$ cat config.mk
export PLATFORM = sky130hd
export DESIGN_NAME = pipe_stage_reg
export DESIGN_NICKNAME = d
export VERILOG_FILES = /design/src/rtl/pipe_stage_reg_pkg.sv /design/src/rtl/pipe_stage_reg_sat_cnt.sv /design/src/rtl/pipe_stage_reg.sv
export SDC_FILE = /design/constraint.sdc
export NUM_CORES = 1
export LEC_CHECK = 0
export BUFFER_PORTS_ARGS = -buffer_cell sky130_fd_sc_hd__buf_4
export CAP_MARGIN = 25
export CORE_UTILIZATION = 48
export CTS_BUF_LIST = sky130_fd_sc_hd__clkbuf_16
export DETAILED_ROUTE_END_ITERATION = 7
export PLACE_DENSITY_LB_ADDON = 0.25
export SLEW_MARGIN = 20
export SYNTH_ARGS = -nofsm -noshare
export SYNTH_HDL_FRONTEND = slang
export SYNTH_SLANG_ARGS = --single-unit
$ cat constraint.sdc
create_clock -name clk -period 2.4 [get_ports clk]
set_input_delay 0.48 -clock clk [delete_from_list [all_inputs] [get_ports clk]]
set_output_delay 0.48 -clock clk [all_outputs]
set_load 0.1 [all_outputs]
$ cat src/rtl/pipe_stage_reg_pkg.sv
// Shared definitions for the inter-stage pipeline register: skid FSM state
// encodings and default widths.
package pipe_stage_reg_pkg;

  typedef enum logic [1:0] {
    PIPE_EMPTY = 2'b00,
    PIPE_ONE   = 2'b01,
    PIPE_FULL  = 2'b10
  } pipe_state_e;

  localparam int PIPE_DATA_W = 128;
  localparam int PIPE_CNT_W  = 32;

endpackage

$ cat src/rtl/pipe_stage_reg_sat_cnt.sv
// Saturating up-counter used for the pipeline-stage performance counters.
// Holds at all-ones instead of wrapping; cleared only by reset.
module pipe_sat_cnt
  import pipe_stage_reg_pkg::*;
#(
  parameter int CNT_W = PIPE_CNT_W
) (
  input  logic             clk,
  input  logic             rst,
  input  logic             inc,
  output logic [CNT_W-1:0] cnt
);

  always_ff @(posedge clk or negedge rst) begin
    if (!rst)                   cnt <= '0;
    else if (inc && (~&cnt))    cnt <= cnt + 1'b1;
  end

endmodule

$ cat src/rtl/pipe_stage_reg.sv
// Parametrised pipeline register with valid/ready handshake and a 2-entry skid
// buffer; optional perf counters enabled by `define PIPE_PERF_CNT_EN.
module pipe_stage_reg
  import pipe_stage_reg_pkg::*;
#(
  parameter int DATA_W = PIPE_DATA_W,
  parameter int CNT_W  = PIPE_CNT_W
) (
  input  logic              clk,
  input  logic              rst,
  input  logic              flush,
  input  logic              in_valid,
  output logic              in_ready,
  input  logic [DATA_W-1:0] in_data,
  output logic              out_valid,
  input  logic              out_ready,
  output logic [DATA_W-1:0] out_data,
  output logic [CNT_W-1:0]  stall_cnt,
  output logic [CNT_W-1:0]  bubble_cnt,
  output logic [CNT_W-1:0]  flush_cnt
);

  pipe_state_e       state_q, state_nxt;
  logic [DATA_W-1:0] main_q, main_nxt;
  logic [DATA_W-1:0] skid_q, skid_nxt;
  logic              in_ready_q, in_ready_nxt;
  logic              push, pop;

  assign out_valid = (state_q != PIPE_EMPTY);
  assign in_ready  = in_ready_q;
  assign out_data  = main_q;
  assign push      = in_valid & in_ready_q;
  assign pop       = out_valid & out_ready;

  // state register
  always_ff @(posedge clk or negedge rst) begin
    if (!rst) state_q <= PIPE_EMPTY;
    else      state_q <= state_nxt;
  end

  // next-state
  always_comb begin
    state_nxt = state_q;
    if (flush) state_nxt = PIPE_EMPTY;
    else begin
      case (state_q)
        PIPE_EMPTY: if (push) state_nxt = PIPE_ONE;
        PIPE_ONE: begin
          if (push && !pop)      state_nxt = PIPE_FULL;
          else if (!push && pop) state_nxt = PIPE_EMPTY;
        end
        PIPE_FULL:  if (pop) state_nxt = PIPE_ONE;
        default:    state_nxt = PIPE_EMPTY;
      endcase
    end
  end

  // datapath / ready outputs; vacated slots are zeroed so a bubble reads as 0
  always_comb begin
    main_nxt     = main_q;
    skid_nxt     = skid_q;
    in_ready_nxt = (state_nxt != PIPE_FULL);
    if (flush) begin
      main_nxt = '0;
      skid_nxt = '0;
    end else begin
      case (state_q)
        PIPE_EMPTY: if (push) main_nxt = in_data;
        PIPE_ONE: begin
          if (push && pop)  main_nxt = in_data;
          else if (push)    skid_nxt = in_data;
          else if (pop)     main_nxt = '0;
        end
        PIPE_FULL: begin
          if (pop) begin
            main_nxt = skid_q;
            skid_nxt = '0;
          end
        end
        default: begin
          main_nxt = '0;
          skid_nxt = '0;
        end
      endcase
    end
  end

  always_ff @(posedge clk or negedge rst) begin
    if (!rst) begin
      main_q     <= '0;
      skid_q     <= '0;
      in_ready_q <= 1'b1;
    end else begin
      main_q     <= main_nxt;
      skid_q     <= skid_nxt;
      in_ready_q <= in_ready_nxt;
    end
  end

`ifdef PIPE_PERF_CNT_EN
  logic stall_inc, bubble_inc;
  assign stall_inc  = out_valid & ~out_ready;
  assign bubble_inc = ~out_valid;

  pipe_sat_cnt #(.CNT_W(CNT_W)) u_stall_cnt (
    .clk (clk), .rst (rst), .inc (stall_inc),  .cnt (stall_cnt)
  );
  pipe_sat_cnt #(.CNT_W(CNT_W)) u_bubble_cnt (
    .clk (clk), .rst (rst), .inc (bubble_inc), .cnt (bubble_cnt)
  );
  pipe_sat_cnt #(.CNT_W(CNT_W)) u_flush_cnt (
    .clk (clk), .rst (rst), .inc (flush),      .cnt (flush_cnt)
  );
`else
  assign stall_cnt  = '0;
  assign bubble_cnt = '0;
  assign flush_cnt  = '0;
`endif

endmodule

==> Word level (Yosys, flattened, before mapping) <==
Index checks and enable logic that the tools add are counted.
{ "word_totals": {"ram_bits": 0, "register_bits": 259, "latchBits": 0, "n_memories": 0, "inputBits": 133, "mem_bits_ro": 0} }
{ "op_classes": {"n_reduce_logical": 9, "div": 0, "bitwise_logic": 2, "addsub": 0, "eq_ne": 10, "n_mul": 0, "n_shift": 0, "magnitude_cmp": 0, "muxes": 16} }
{ "op_table": {"columns": ["op", "n"], "rows": [
  ["$mux W128", 8],
  ["$pmux W128 S3", 2],
  ["$ne A3 B3 Y1 const B", 4],
  ["$mux W2", 5],
  ["$ne A4 B4 Y1 const B", 2],
  ["$reduce_and A4 Y1", 2],
  ["$pmux W2 S3", 1],
  ["$ne A2 B2 Y1 const B", 2],
  ["$logic_and A1 B1 Y1", 3],
  ["$and A1 B1 Y1", 2],
  ["$eq A2 B1 Y1 const B", 1],
  ["$eq A2 B2 Y1 const B", 1],
  ["$logic_not A1 Y1", 2],
  ["$logic_not A2 Y1", 1],
  ["$reduce_bool A2 Y1", 1]
]} }

==> Logic depth before layout (Yosys ltp) <==
{ "depth": {"word_depth": 8, "ltp_mapped": 9, "mapped_depth_nobuf": 4} }

==> Worst setup path before layout <==
OpenSTA, ideal clock, no wires.
{ "synth_timing": {"path_type": "register to register", "start": "register in_ready_q (netlist: in_ready)", "end": "register main_q[49] (netlist: out_data[49])", "slack_ps": 312, "path_buffers": 3, "arrival_ps": 1966, "t_required_ps": 2278, "period_less_slack_ps": 2088, "path_stages_with_launch": 7, "setup_ps": 122, "path_cell_list": "dfstp_2 -> nand3b_1 -> a31o_2 -> buf_4 -> buf_6 -> buf_2 -> a22o_1"} }
{ "synth_between": {"elab_chain_len": 5} }
{ "synth_rtl": {"columns": ["item", "line_no", "rtl"], "rows": [
  ["start, declared", "pipe_stage_reg.sv:26", "logic in_ready_q, in_ready_nxt;"],
  ["start signal, assigned", "pipe_stage_reg.sv:96", "in_ready_q <= in_ready_nxt;"],
  ["$and A1 B1 Y1 *", "pipe_stage_reg.sv:32", "assign push = in_valid & in_ready_q;"],
  ["$logic_and A1 B1 Y1", "pipe_stage_reg.sv:70", "if (push && pop) main_nxt = in_data;"],
  ["$mux W128", "pipe_stage_reg.sv:70", null],
  ["$pmux W128 S3", "pipe_stage_reg.sv:67", "case (state_q)"],
  ["$mux W128", "pipe_stage_reg.sv:63", "if (flush) begin"],
  ["end signal, assigned", "pipe_stage_reg.sv:94", "main_q <= main_nxt;"],
  ["end, declared", "pipe_stage_reg.sv:24", "logic [DATA_W-1:0] main_q, main_nxt;"]
]} }
Mark *: on every way between the ends. The rest lies on a longest branch, timed or not.
A chain may end at the register's enable or synchronous reset.

==> Worst setup path after layout <==
{ "layout_timing": {"start": "register state_q[1]", "end": "output port out_valid"} }
{ "layout_between": {"elab_chain_len": 1} }
{ "layout_rtl": {"columns": ["item", "line_no", "rtl"], "rows": [
  ["start, declared", "pipe_stage_reg.sv:23", "pipe_state_e state_q, state_nxt;"],
  ["start signal, assigned", "pipe_stage_reg.sv:38", "else state_q <= state_nxt;"],
  ["$reduce_bool A2 Y1", "pipe_stage_reg.sv:29", "assign out_valid = (state_q != PIPE_EMPTY);"],
  ["end, declared", "pipe_stage_reg.sv:15", "output logic out_valid,"]
]} }
Every way passes these cells.

==> run metrics <==
Post-Synthesis Cells 1,320; ys flop type dfrtp_1; Post-Route WL 35,600 um; Site Rows 61; Hold Crit Depth 3; Worst Hold Class in2reg; critical path startpoint category flop; postcts setup bufs 0; skew final 0.00699 ns; first-pass GRT wire length ~56,000 um; chip width about 170 um; CP Class reg2out; CTS tree done; drt pass-1 iters 8; commonest non-fill, non-tap cells in the layout buf_4, dfrtp_1, o21ai_0; Non-Filler Instances roughly 1,900; Slew Viols, Final 0; cts bufs inserted 29; DRC errors left 0; worst path buffer plus inverter count 1; clk buf depth 3; Tcrit/Tclk final 0.914; setup_tns 0 ns; hold wc startpoint in_data[76]; vias in the first global route 10,507; number of I/O port buffers 262; H-tree depth 1; Worst R2R Setup Slack 0.48 ns; reg2reg end state_q[0]$_DFF_PN0_; Crit path required time 1.92 ns; area growth from synthesis to layout 21.4%; Final Hold Vio Count 0; Relative slew margins 0.519; Largest stage delay, worst path 0.55 ns; HPWL after detailed placement 22,400 um; worst vdd ir approximately 0.48 mV; vias between 10,000 and 15,000; placed cells 1,873; RR Startpoint state_q[0]$_DFF_PN0_; pwr dens roughly 780 mW/mm^2; die area between 0.02 and 0.03 mm^2; EDFF count, synth 0; cts hold-fix bufs 1; IO Count between 300 and 400; Avg Cell Area, Syn about 10 um^2; Starting Density 0.490; register area share after synthesis 0.474; FFs w/ async S/R, synth 1.00; status complete, no violations; Clock Root Buffer clkbuf_16; CP max stage cell dfrtp_4; P_leak ~7.3 nW; leading cell type in the layout, fill and taps excluded buf_4; Iter 0 DRT Violations roughly 700; final setup violation count 0; Max Fclk between 0.4 and 0.5 GHz; post-CTS sizing 0; synth warn 0; Mapped Area 0.0137 mm^2; CP Cell Sequence or2_2 -> buf_4; CP top delay family flip-flops; Hold EP skid_q[76]$_DFFE_PN0P_; Layout Utilization 0.594; initial antenna violation count 2; Critical Path AT 1.71 ns; average wire per standard cell between 15 and 20 um; Clock transition at path regs about 0.06 ns; # clock sinks about 260; Synth Register Bits roughly 260; Netlist cell types 39; crit path max fanout 10; max-cap violations 0; Tot GR Track Use 0.241; area of the core between 0.02 and 0.03 mm^2; Congestion Overflow GR 0; layout cell share with drive strength beyond 1 0.265; GPL Wtd Cong between 0.7 and 0.8; Worst-Skew Late Latency 0.53 ns; height of the chip around 170 um; critical path endpoint category output pin; Reg2Reg Depth 5; antenna viol nets, final 0; Vias/cell 5.55; pin count of the biggest net entering global routing 77; RSZ-0062 raised after global routing false; Layout Nets between 1,500 and 2,000; min Tclk post-route 2.19 ns; Worst Max-Slew Pin Slew ~0.72 ns
how the worst max path moves through the flow:
stage | startpoint | end | slack, ns | depth (start not counted)
2_1_floorplan | in_ready$_DFF_PN1_ | out_data[49]$_DFFE_PN0P_ | 0.31 | 6
3_3_place_gp | flush | out_data[116]$_DFFE_PN0P_ | 0.47 | 5
3_5_place_dp | flush | out_data[15]$_DFFE_PN0P_ | 0.41 | 5
4_1_cts | state_q[1]$_DFF_PN0_ | out_valid | 0.17 | 2
5_1_grt | state_q[1]$_DFF_PN0_ | out_valid | 0.16 | 2
6_report | state_q[1]$_DFF_PN0_ | out_valid | 0.21 | 2
metrics by stage:
step	setup slack, ns	hold WS (ns)	total power, mW	instance area (um^2)
floorplan	0.312	0.184	7.93	14000
global placement	0.472	0.464	8.80	15700
detailed placement	0.412	0.472	8.83	15700
CTS	0.173	0.165	13.0	16600
global route	0.157	0.181	13.4	16600
finish	0.207	0.187	12.9	16600
worst reg2reg max path, delay by kind of cell, from the launching register on:
kind                   cells  cell delay, ns
flip-flops                 1            0.48
buffers and inverters      2            0.74
AO/OA/AOI/OAI              3            0.61
sequential cells by signal, summed over array words and instances, names as in the netlist:
register and flops:
in_ready 1, state_q 2, out_data 128, skid_q 128
area by class of cell:
cell class                      instances  area, um^2
Multi-Input combinational cell        932        6230
Clock inverter                         22         151
Timing Repair Buffer                  304        2530
Antenna cell                            1        2.50
Tap cell                              378         473
Clock buffer                           29         726
Sequential cell                       259        6490
Fill cell                            2411       11300
Inverter                                1        3.75
synthesized netlist by cell type, types with 2 or more instances:
cell type / number / share of area
a22o_1: 82 / 0.053
o21ai_0: 130 / 0.048
buf_4: 99 / 0.054
nand2b_1: 128 / 0.059
a21o_1: 2 / 0.0011
o2bb2ai_1: 82 / 0.053
o21ai_2: 7 / 0.0045
o21ai_1: 36 / 0.013
dfrtp_1: 258 / 0.47
nand2_1: 47 / 0.013
nor2_1: 3 / 0.00082
a22oi_1: 46 / 0.025
buf_1: 12 / 0.0033
nand3_2: 3 / 0.0022
buf_2: 46 / 0.017
nand3_1: 124 / 0.045
mux2i_1: 82 / 0.060
a21oi_1: 2 / 0.00073
mux2_2: 46 / 0.038
buf_6: 12 / 0.0099
nand3b_1: 2 / 0.0011
clkbuf_1: 54 / 0.015
cell families after synthesis:
logic type | Yosys count | synth area share
compound gates | 392 | 0.201
other cells | 1 | 0.000274
flops | 259 | 0.474
simple gates | 316 | 0.127
buf+inv | 224 | 0.0994
mux | 128 | 0.0979
metal layers:
metal	vias up	track usage	wire (um)
li1	4997	-	-
met1	5285	0.319	15700
met2	353	0.401	16800
met3	56	0.0412	2080
met4	2	0.0756	971
met5	-	0	13
power by group:
group          internal [mW]  switching, mW  leakage (nW)
Sequential              4.62          0.162          3.52
Combinational          0.847           3.12          3.35
Clock                   2.39           1.81         0.448
No activity file was read; power rests on OpenSTA's default activity.
